--- config.mk ---
export PLATFORM = sky130hd
export DESIGN_NAME = bit_serializer
export DESIGN_NICKNAME = d
export VERILOG_FILES = /design/src/rtl/bit_serializer_pkg.sv /design/src/rtl/bit_timer.sv /design/src/rtl/bit_serializer.sv
export SDC_FILE = /design/constraint.sdc
export NUM_CORES = 1
export LEC_CHECK = 0
export ABC_CLOCK_PERIOD_IN_PS = 1800
export CORE_ASPECT_RATIO = 1.1
export CORE_MARGIN = 2
export CORE_UTILIZATION = 42
export DETAILED_ROUTE_END_ITERATION = 8
export PLACE_DENSITY = 0.7
export SKIP_CTS_REPAIR_TIMING = 1
export SYNTH_ARGS = -nofsm -noshare
export SYNTH_HDL_FRONTEND = slang
export SYNTH_SLANG_ARGS = --single-unit
--- constraint.sdc ---
create_clock -name CLK -period 1.8 [get_ports CLK]
set_clock_uncertainty 0.15 [all_clocks]
set_input_delay 0.36 -clock CLK [delete_from_list [all_inputs] [get_ports CLK]]
set_output_delay 0.36 -clock CLK [all_outputs]
set_load 0.05 [all_outputs]
--- src/rtl/bit_serializer_pkg.sv ---
// Shared types and helpers for the bit serializer and its bit timer.
package bit_serializer_pkg;

   typedef enum logic {
      IDLE  = 1'b0,
      SHIFT = 1'b1
   } bit_ser_state_e;

   // Counter width for a 0..n-1 count, never narrower than one bit.
   function automatic int unsigned cnt_width(input int unsigned n);
      return (n <= 2) ? 1 : $clog2(n);
   endfunction

endpackage

--- src/rtl/bit_timer.sv ---
// Bit-period divider: counts 0..DIV-1 and flags the last cycle of each bit.
module bit_timer
   import bit_serializer_pkg::*;
#(
   parameter int unsigned DIV = 4
)(
   input  logic CLK,
   input  logic RST,
   input  logic CLR,
   output logic TICK
);

   localparam int unsigned   CW   = cnt_width(DIV);
   localparam logic [CW-1:0] LAST = CW'(DIV - 1);

   logic [CW-1:0] count;

   // NOTE: clocked state is always assigned with <= so every flop samples pre-edge values.
   always_ff @(posedge CLK) begin
      if (RST || CLR) begin
         count <= '0;
      end else if (count == LAST) begin
         count <= '0;
      end else begin
         count <= count + CW'(1);
      end
   end

   assign TICK = (count == LAST);

endmodule

--- src/rtl/bit_serializer.sv ---
// Parallel-to-serial transmitter: one WIDTH-bit word per handshake, one bit per DIV cycles,
// with a strobe in each bit's last cycle. Outputs are decoded from flops only.
module bit_serializer
   import bit_serializer_pkg::*;
#(
   parameter int unsigned WIDTH     = 8,
   parameter int unsigned DIV       = 4,
   parameter bit          MSB_FIRST = 1'b1
)(
   input  logic             CLK,
   input  logic             RST,
   input  logic [WIDTH-1:0] DIN,
   input  logic             DIN_VALID,
   output logic             DIN_READY,
   output logic             SD,
   output logic             SEN,
   output logic             SOF,
   output logic             EOF,
   output logic             BUSY
);

   localparam int unsigned   BW       = cnt_width(WIDTH);
   localparam logic [BW-1:0] LAST_BIT = BW'(WIDTH - 1);

   bit_ser_state_e   state;
   bit_ser_state_e   state_nxt;
   logic [WIDTH-1:0] shreg;
   logic [BW-1:0]    bit_cnt;
   logic             timer_tick;
   logic             timer_clr;
   logic             tick;
   logic             last_tick;
   logic             load;

   // Timer is held cleared while idle so every word starts from a fresh bit period.
   bit_timer #(
      .DIV (DIV)
   ) u_timer (
      .CLK  (CLK),
      .RST  (RST),
      .CLR  (timer_clr),
      .TICK (timer_tick)
   );

   assign tick      = (state == SHIFT) && timer_tick;
   assign last_tick = tick && (bit_cnt == LAST_BIT);
   assign DIN_READY = !RST && ((state == IDLE) || last_tick);
   assign load      = DIN_VALID && DIN_READY;
   assign timer_clr = load || (state == IDLE);

   always_ff @(posedge CLK) begin
      if (RST) begin
         state <= IDLE;
      end else begin
         state <= state_nxt;
      end
   end

   // NOTE: defaulting every always_comb output first keeps the block free of inferred latches.
   always_comb begin
      state_nxt = state;
      case (state)
         IDLE:    if (load) state_nxt = SHIFT;
         SHIFT:   if (last_tick && !load) state_nxt = IDLE;
         default: state_nxt = IDLE;
      endcase
   end

   // NOTE: the shift register is a plain register, not a memory, so it is reset to keep SD at 0.
   always_ff @(posedge CLK) begin
      if (RST) begin
         shreg   <= '0;
         bit_cnt <= '0;
      end else if (load) begin
         shreg   <= DIN;
         bit_cnt <= '0;
      end else if (tick) begin
         shreg   <= MSB_FIRST ? {shreg[WIDTH-2:0], 1'b0} : {1'b0, shreg[WIDTH-1:1]};
         bit_cnt <= last_tick ? '0 : bit_cnt + BW'(1);
      end
   end

   always_comb begin
      SD   = 1'b0;
      SEN  = 1'b0;
      SOF  = 1'b0;
      EOF  = 1'b0;
      BUSY = 1'b0;
      if (state == SHIFT) begin
         BUSY = 1'b1;
         SD   = MSB_FIRST ? shreg[WIDTH-1] : shreg[0];
         SEN  = tick;
         SOF  = tick && (bit_cnt == '0);
         EOF  = last_tick;
      end
   end

endmodule

### After elaboration in Yosys (flattened, before gate mapping)

Cells that the tools add are included.

| word-level totals | value |
|---|---|
| bits in registers | 14 |
| bits in latches | 0 |
| bits in writable memories | 0 |
| memory bits (read-only) | 0 |
| output and inout port bits | 6 |
| memories | 0 |

| operators by class | value |
|---|---|
| add/subtract/negate cells | 2 |
| multipliers | 0 |
| divide/modulo/power cells | 0 |
| $lt $le $gt $ge | 0 |
| eq/ne operators | 2 |
| shifts and indexed selects | 0 |
| multiplexer cells | 11 |
| bitwise logic cells | 1 |
| reduce and logical (&&, ||, !) cells | 15 |

Operators by type and width:

| kind | count |
|---|---|
| 8-bit two-way mux | 2 |
| 1-bit two-way mux | 7 |
| 1-bit logical AND | 6 |
| 2-bit OR reduction | 2 |
| 3-bit by 1-bit adder with 3-bit output, second input constant | 1 |
| 3-bit == test, second input constant | 1 |
| 3-bit zero test | 1 |
| 1-bit logical OR | 3 |
| 3-bit two-way mux | 1 |
| 2-bit by 1-bit adder with 2-bit output, second input constant | 1 |
| 2-bit == test, second input constant | 1 |
| 1-bit zero test | 2 |
| 1-bit one-hot mux with 2 select lines | 1 |
| 2-bit nonzero test | 1 |
| 1-bit inverter | 1 |

### Logic depth before layout (Yosys ltp)

Gate-level depths: netlist of run 1.

| depth | value |
|---|---|
| depth in word-level cells | 10 |
| mapped depth | 7 |
| depth with buffers taken out | 5 |

### Modules after synthesis

A second synthesis of run 1 with hierarchy kept.

| second synthesis, totals | value |
|---|---|
| cells, all modules | 72 |
| area total of the unflattened synthesis | 723.2 um^2 |

Modules (own cells, without submodules):

| module | instances | cells each | area an instance (um^2) |
|---|---|---|---|
| bit_serializer | 1 | 67 | 643.1 |
| bit_timer | 1 | 5 | 80.1 |

### Least setup slack after synthesis of run 1

Ideal clock, no wire load.

| path | value |
|---|---|
| kind | reg-to-output |
| start point | register state |
| end point | output SOF |
| arrival | 2271 ps |
| required time | 1290 ps |
| path slack | -981 ps |
| stages on the path, launching flop included | 4 |
| path buffers | 1 |
| cell sequence | dfxtp_1 > nand2_1 > clkbuf_1 > nor3b_1 |

| between the ends | value |
|---|---|
| word-level cells in the longest chain between the ends | 3 |

RTL lines:

| item | RTL line | text |
|---|---|---|
| start: declaration | bit_serializer.sv:25 | `bit_ser_state_e state;` |
| start signal: assignment | bit_serializer.sv:55 | `state <= state_nxt;` |
| 1-bit logical AND | bit_serializer.sv:45 | `assign tick = (state == SHIFT) && timer_tick;` |
| 1-bit logical AND | bit_serializer.sv:93 | `SOF = tick && (bit_cnt == '0);` |
| 1-bit two-way mux * | bit_serializer.sv:89 | `if (state == SHIFT) begin` |
| end: declaration | bit_serializer.sv:17 | `output logic SOF,` |

Mark *: on every way between the ends. The rest lies on a longest branch, timed or not.

### Worst setup path after layout of run 1

| path | value |
|---|---|
| start point | register bit_cnt[0] |
| end point | output DIN_READY |

| between the ends | value |
|---|---|
| word-level cells in the longest chain between the ends | 4 |

RTL lines:

| item | RTL line | text |
|---|---|---|
| start: declaration | bit_serializer.sv:28 | `logic [BW-1:0] bit_cnt;` |
| start signal: assignment | bit_serializer.sv:79 | `bit_cnt <= last_tick ? '0 : bit_cnt + BW'(1);` |
| 3-bit == test | bit_serializer.sv:46 | `assign last_tick = tick && (bit_cnt == LAST_BIT);` |
| 1-bit logical AND | bit_serializer.sv:46 |  |
| 1-bit logical OR | bit_serializer.sv:47 | `assign DIN_READY = !RST && ((state == IDLE) \|\| last_tick);` |
| 1-bit logical AND | bit_serializer.sv:47 |  |
| end: declaration | bit_serializer.sv:14 | `output logic DIN_READY,` |

Every way passes these cells.

==> flow_summary.yaml, run 1 <==
synthesis:
  yosysUniqueCellTypes: 23
  yosysTopAreaCell: "dfxtp_1"
  synth_area_leaders: "dfxtp_1 38%, a221oi_1 8.4%, a211oi_1 7.2%"
  synth_nets: 95
  netlist_instances: 80
  ys_async_sr_fraction_pct: 0
  yosys-top-cells-count: "14 x dfxtp_1, 10 x inv_1, 8 x and3_1, 7 x a211oi_1, 7 x a221oi_1"
  syn_area_um2: 729.5
  synth_sequential_area_ratio_pct: 38.42
  yosys_warnings: 0
  ys_ff_latch: 14
  syn_area_per_cell_um2: 9.118
  ys.flop_type: "dfxtp_1"
  synth_edf_count: 0
  yosysMostFrequentCell: "dfxtp_1"
  synth_top_area_share_pct: 38.42
timing:
  tns_ps: -182.1
  rsz0062_at_grt: "true"
  finalCritPeriodShare_pct: 105.8
  worst_pin_slew_ps: 394.9
  holdWs_ps: 297.2
  fmax_mhz: 525.3
  fin_crit_ps: 1904
  slew_headroom_pct: 73.59
  setup_ws_ps: -103.5
  maxSlewViolCount: 0
  finalHoldViolations: 0
  setup_viol: 3
die:
  core_area_um2: 1595
  die_area_um2: 2087
  rows: 15
  die_h_um: 47.71
  dieWidth_um: 43.74
  pin_count: 17
  start_util_pct: 45.73
grt:
  grt_pass1_vias: 604
  grt_antenna_before_repair: 0
  grt_usage_pct: 18.02
  grt_first_pass_wirelength_um: 2704
  overflow: 0
  grt_max_degree: 19
finish:
  final_nets: 113
  drive_gt1_share_pct: 27.84
  seq_area_um2: 287.8
  syn2layout_area_growth_pct: 45.97
  antennaDiodeCount: 0
  fillers: 125
  utilization_pct: 66.75
  multi_input_area_um2: 431.7
critical_path:
  worstPathArrival_ps: 1390
  critPathBufInv: 2
  cpMaxStageDelayCell: "dfxtp_2"
  crit_path_end_kind: "output port"
  critical_path_class: "reg -> out"
  cp-start-kind: "flop"
  cp_common_cell: "ha_4"
  cpLargestDelayFamily: "flip-flops"
  worstPathRequired_ps: 1290
  path_cells: "ha_4 -> ha_4 -> a21boi_2 -> buf_4 -> nor2_4 -> buf_12"
  cpPeakStageDelay_ps: 390
  crit_fanout: 6
detailed_routing:
  num_vias: 660
  ant_nets: 0
  wl_um: 1668
  dr.pass1.iters: 4
  wire_per_inst_um: 14.63
  drt_iter0_markers: 9
  via_per_inst: 5.789
  drc: 0
clock_network:
  root_buffer: "clkbuf_4"
  cts_buffers: 3
  htreeDepth: 1
  clk_path_buf_depth: 2
  clock_latency_ps: 280
  cts_tree: "done"
  cts.reportedPaths.clkPinSlew_ps: 90
  cts_num_sinks: 14
power:
  cellLeakagePower_nw: 0.4597
  peakVddDrop_v: 0.0005355
  seq_power_share_pct: 49.5
  p_clk_share_pct: 33.4
  p_switching_mw: 0.1758
  p_int_mw: 0.5149
  switching_share_pct: 25.45
  powerDensity_nw_per_um2: 648.7
  power_frac_comb_pct: 17.1
run_status:
  status: "complete, but fails checks"
  violations: "negative setup slack"
place:
  preCtsSetupSlack_ps: 22.69
  hpwl_um: 1081
  gp_congestion: 0.7185
  port_buffers: 16
hold_path:
  hold_class: "reg -> reg"
flow_run:
  max-cap-violations: 0
==> through the flow <==
step / power (mW) / cells / cell area (um2)
3_5_place_dp: 0.4632 / 110 / 980.9
3_3_place_gp: 0.4614 / 110 / 980.9
5_1_grt: 0.7142 / 114 / 1065
6_report: 0.6907 / 114 / 1065
4_1_cts: 0.6923 / 114 / 1017
2_1_floorplan: 0.4134 / 80 / 752.0
==> cell type report <==
type                    count  share of cell area (%)
multi-input cells          49                   40.54
flip-flops and latches     14                   27.03
repair buffers             20                   23.50
inverters                  10                   3.525
clock buffers               4                   3.408
well taps                  17                   1.998
==> power by group through the flow <==
stage          clock [mW]  combinational (mW)  sequential (mW)
6_report            0.231               0.118            0.342
5_1_grt             0.240               0.129            0.344
4_1_cts             0.236               0.116            0.340
2_1_floorplan           0              0.0676            0.346
3_5_place_dp            0               0.116            0.347
3_3_place_gp            0               0.115            0.347
==> worst reg2reg max path: stages (launching register included) <==
cell      delay (ps)
dfxtp_2          360
ha_4             170
ha_4             170
a21bo_2          280
and2_4           230
a211oi_1         240
==> cell usage in the layout, fill, tap and decap left out <==
cell / instances
a211oi_1: 7
a21bo_2: 1
a21boi_2: 1
a21oi_1: 2
a221oi_1: 7
a32oi_1: 1
and2_1: 1
and2_4: 1
and3_1: 8
and4b_1: 2
buf_12: 6
buf_4: 4
clkbuf_4: 3
clkbuf_8: 1
clkdlybuf4s50_1: 10
dfxtp_1: 10
dfxtp_2: 3
dfxtp_4: 1
ha_1: 1
ha_4: 3
inv_1: 10
mux2i_1: 2
nand2_2: 1
nor2_1: 4
nor2_4: 1
nor3_1: 3
nor3b_4: 1
nor4b_1: 1
nor4bb_1: 1
==> state kept, by name (all words and copies together), names as in the netlist <==
register and cells:
shreg 8, bit_cnt 3, u_timer.count 2, state 1
==> kinds of logic after synthesis <==
group / share of synthesized area (%)
AND/OR/NAND/NOR: 20.41
AO/OA/AOI/OAI: 20.58
buffers and inverters: 10.98
flip-flops: 38.42
adder cells (fa/ha/maj): 6.861
multiplexers: 2.745
==> metal layers <==
layer	track usage, %	routed length (um)	part of all wire, %	up-vias
met5	0	0	0	-
met4	10.91	41	2.5	0
li1	-	-	-	326
met2	30.00	794	48	18
met3	2.264	69	4.1	4
met1	22.63	763	46	312
==> path summary, 6_finish.rpt <==
kind               startpoint          endpoint  slack, ps  depth (start not counted)
min          u_timer.count[0]  u_timer.count[0]        300                          1
max reg2reg        bit_cnt[0]          shreg[3]        130                          5
min reg2reg  u_timer.count[0]  u_timer.count[0]        300                          1
max                bit_cnt[0]         DIN_READY       -100                          6
Power figures use the tool's default switching activity.
==> run 2: changes to the inputs <==
--- a/config.mk
+++ b/config.mk
@@ -6,11 +6,14 @@
 export NUM_CORES = 1
 export LEC_CHECK = 0
 export ABC_CLOCK_PERIOD_IN_PS = 1800
+export CELL_PAD_IN_SITES_DETAIL_PLACEMENT = 1
+export CELL_PAD_IN_SITES_GLOBAL_PLACEMENT = 2
 export CORE_ASPECT_RATIO = 1.1
 export CORE_MARGIN = 2
-export CORE_UTILIZATION = 42
+export CORE_UTILIZATION = 25
 export DETAILED_ROUTE_END_ITERATION = 8
-export PLACE_DENSITY = 0.7
+export PLACE_DENSITY = 0.69
+export SETUP_SLACK_MARGIN = 0.3
 export SKIP_CTS_REPAIR_TIMING = 1
 export SYNTH_ARGS = -nofsm -noshare
 export SYNTH_HDL_FRONTEND = slang
==> flow_summary.yaml, run 2 (synthesis results as in run 1) <==
finish:
  syn2layout_area_growth_pct: 79.42
  largest_register_ffs: 8
  drive_gt1_share_pct: 50.46
  regMostFlops: "shreg"
  final_nets: 125
  antennaDiodeCount: 0
  most-common-layout-cells: "9 x inv_1, 9 x dfxtp_1, 9 x clkdlybuf4s50_1, 9 x buf_4"
  reg_top3: "shreg x8, bit_cnt x3, u_timer.count x2"
  utilization_pct: 47.12
run_status:
  violations: "negative setup slack"
  status: "complete, but fails checks"
clock_network:
  root_buffer: "clkbuf_4"
  clock_latency_ps: 280
  htreeDepth: 1
  cts_tree: "done"
  cts.reportedPaths.clkPinSlew_ps: 100
  cts_num_sinks: 14
  clk_path_buf_depth: 2
  cts_buffers: 3
timing:
  finalCritPeriodShare_pct: 104.1
  setup_viol: 6
  finalHoldViolations: 0
  setup_ws_ps: -74.68
  tns_ps: -217.5
  slew_headroom_pct: 63.00
  worst_pin_slew_ps: 554.1
  maxSlewViolCount: 0
  holdWs_ps: 296.6
  fin_crit_ps: 1875
  fmax_mhz: 533.4
  rsz0062_at_grt: "true"
critical_path:
  rr_endpoint: "shreg[3]"
  reg2reg_depth: 7
  endpoint: "DIN_READY"
  rr_startpoint: "bit_cnt[0]"
  cp-start-kind: "flop"
  critical_path_class: "reg -> out"
  reg2reg_slack_ps: -50
  crit_start: "bit_cnt[0]"
  crit_fanout: 4
  worstPathArrival_ps: 1360
  crit_path_end_kind: "output port"
  worstPathRequired_ps: 1290
detailed_routing:
  drt_iter0_markers: 7
  via_per_inst: 5.049
  num_vias: 717
  ant_nets: 0
  drc: 0
  wire_per_inst_um: 16.51
  wl_um: 2344
  dr.pass1.iters: 4
die:
  core_area_um2: 2778
  die_area_um2: 3366
  rows: 20
  die_h_um: 60.65
  pin_count: 17
  dieWidth_um: 55.50
  start_util_pct: 26.26
place:
  gp_congestion: 0.6286
  port_buffers: 16
  hpwl_um: 1269
power:
  powerDensity_nw_per_um2: 541.3
  peakVddDrop_v: 0.0002960
  p_total_mw: 0.7085
  cellLeakagePower_nw: 0.5780
grt:
  grt_first_pass_wirelength_um: 3077
  grt_max_degree: 19
  grt_antenna_before_repair: 0
  overflow: 0
  grt_usage_pct: 11.46
  grt_pass1_vias: 691
hold_path:
  hold_class: "reg -> reg"
  hold_start: "u_timer.count[0]"
flow_run:
  max-cap-violations: 0
[run 2: cell count changes in the layout (fill, tap and decap cells not counted), moves of 2 or more]
| cell | previous run | this run |
|---|---|---|
| a211oi_1 | 7 | 0 |
| a211oi_2 | 0 | 7 |
| buf_4 | 4 | 9 |
| buf_6 | 0 | 5 |
| a221oi_1 | 7 | 3 |
| a221oi_2 | 0 | 3 |
| nor3_1 | 3 | 0 |
| nor3_2 | 0 | 3 |
| and2_4 | 1 | 3 |
| dlymetal6s2s_1 | 0 | 2 |
[run 2: worst min path at each step]
stage	depth (start not counted)	endpoint	slack (ps)
floorplan	1	u_timer.count[0]	260
global placement	1	u_timer.count[0]	270
detailed placement	1	u_timer.count[0]	280
CTS	1	u_timer.count[0]	290
global route	1	u_timer.count[0]	310
finish	1	u_timer.count[0]	300
[run 2: layer usage]
metal	wire [um]	GRT usage, %	up-vias
met3	75	2.132	4
met5	0	0	-
li1	-	-	351
met2	1247	20.75	13
met4	38	4.181	0
met1	982	13.80	349
[run 2: worst max-delay path, cell delays in order (launching register included)]
cell      delay [ps]
dfxtp_4          380
ha_4             160
ha_4             170
a21boi_4         160
nor2_4            60
buf_12           140
[run 2: per-stage QoR]
step | setup slack, ps | area (um2) | std cells
3_3_place_gp | 62.82 | 1091 | 124
5_1_grt | -108.6 | 1309 | 142
6_report | -74.68 | 1309 | 142
4_1_cts | -91.41 | 1117 | 128
3_5_place_dp | 50.68 | 1091 | 124
2_1_floorplan | 109.7 | 872.1 | 80
[run 2: layout make-up]
type | count | area (um2)
multi-input combinational | 50 | 553.0
fill | 311 | 1469
inverter | 10 | 37.54
timing repair buffer | 31 | 359.1
clock buffer | 4 | 26.28
sequential | 14 | 291.5
tap | 33 | 41.29
[run 2: power breakdown]
group	internal [mW]	total (mW)	switching, mW
registers	0.325	0.340	0.0144
logic	0.0969	0.175	0.0784
clock network	0.0858	0.194	0.108
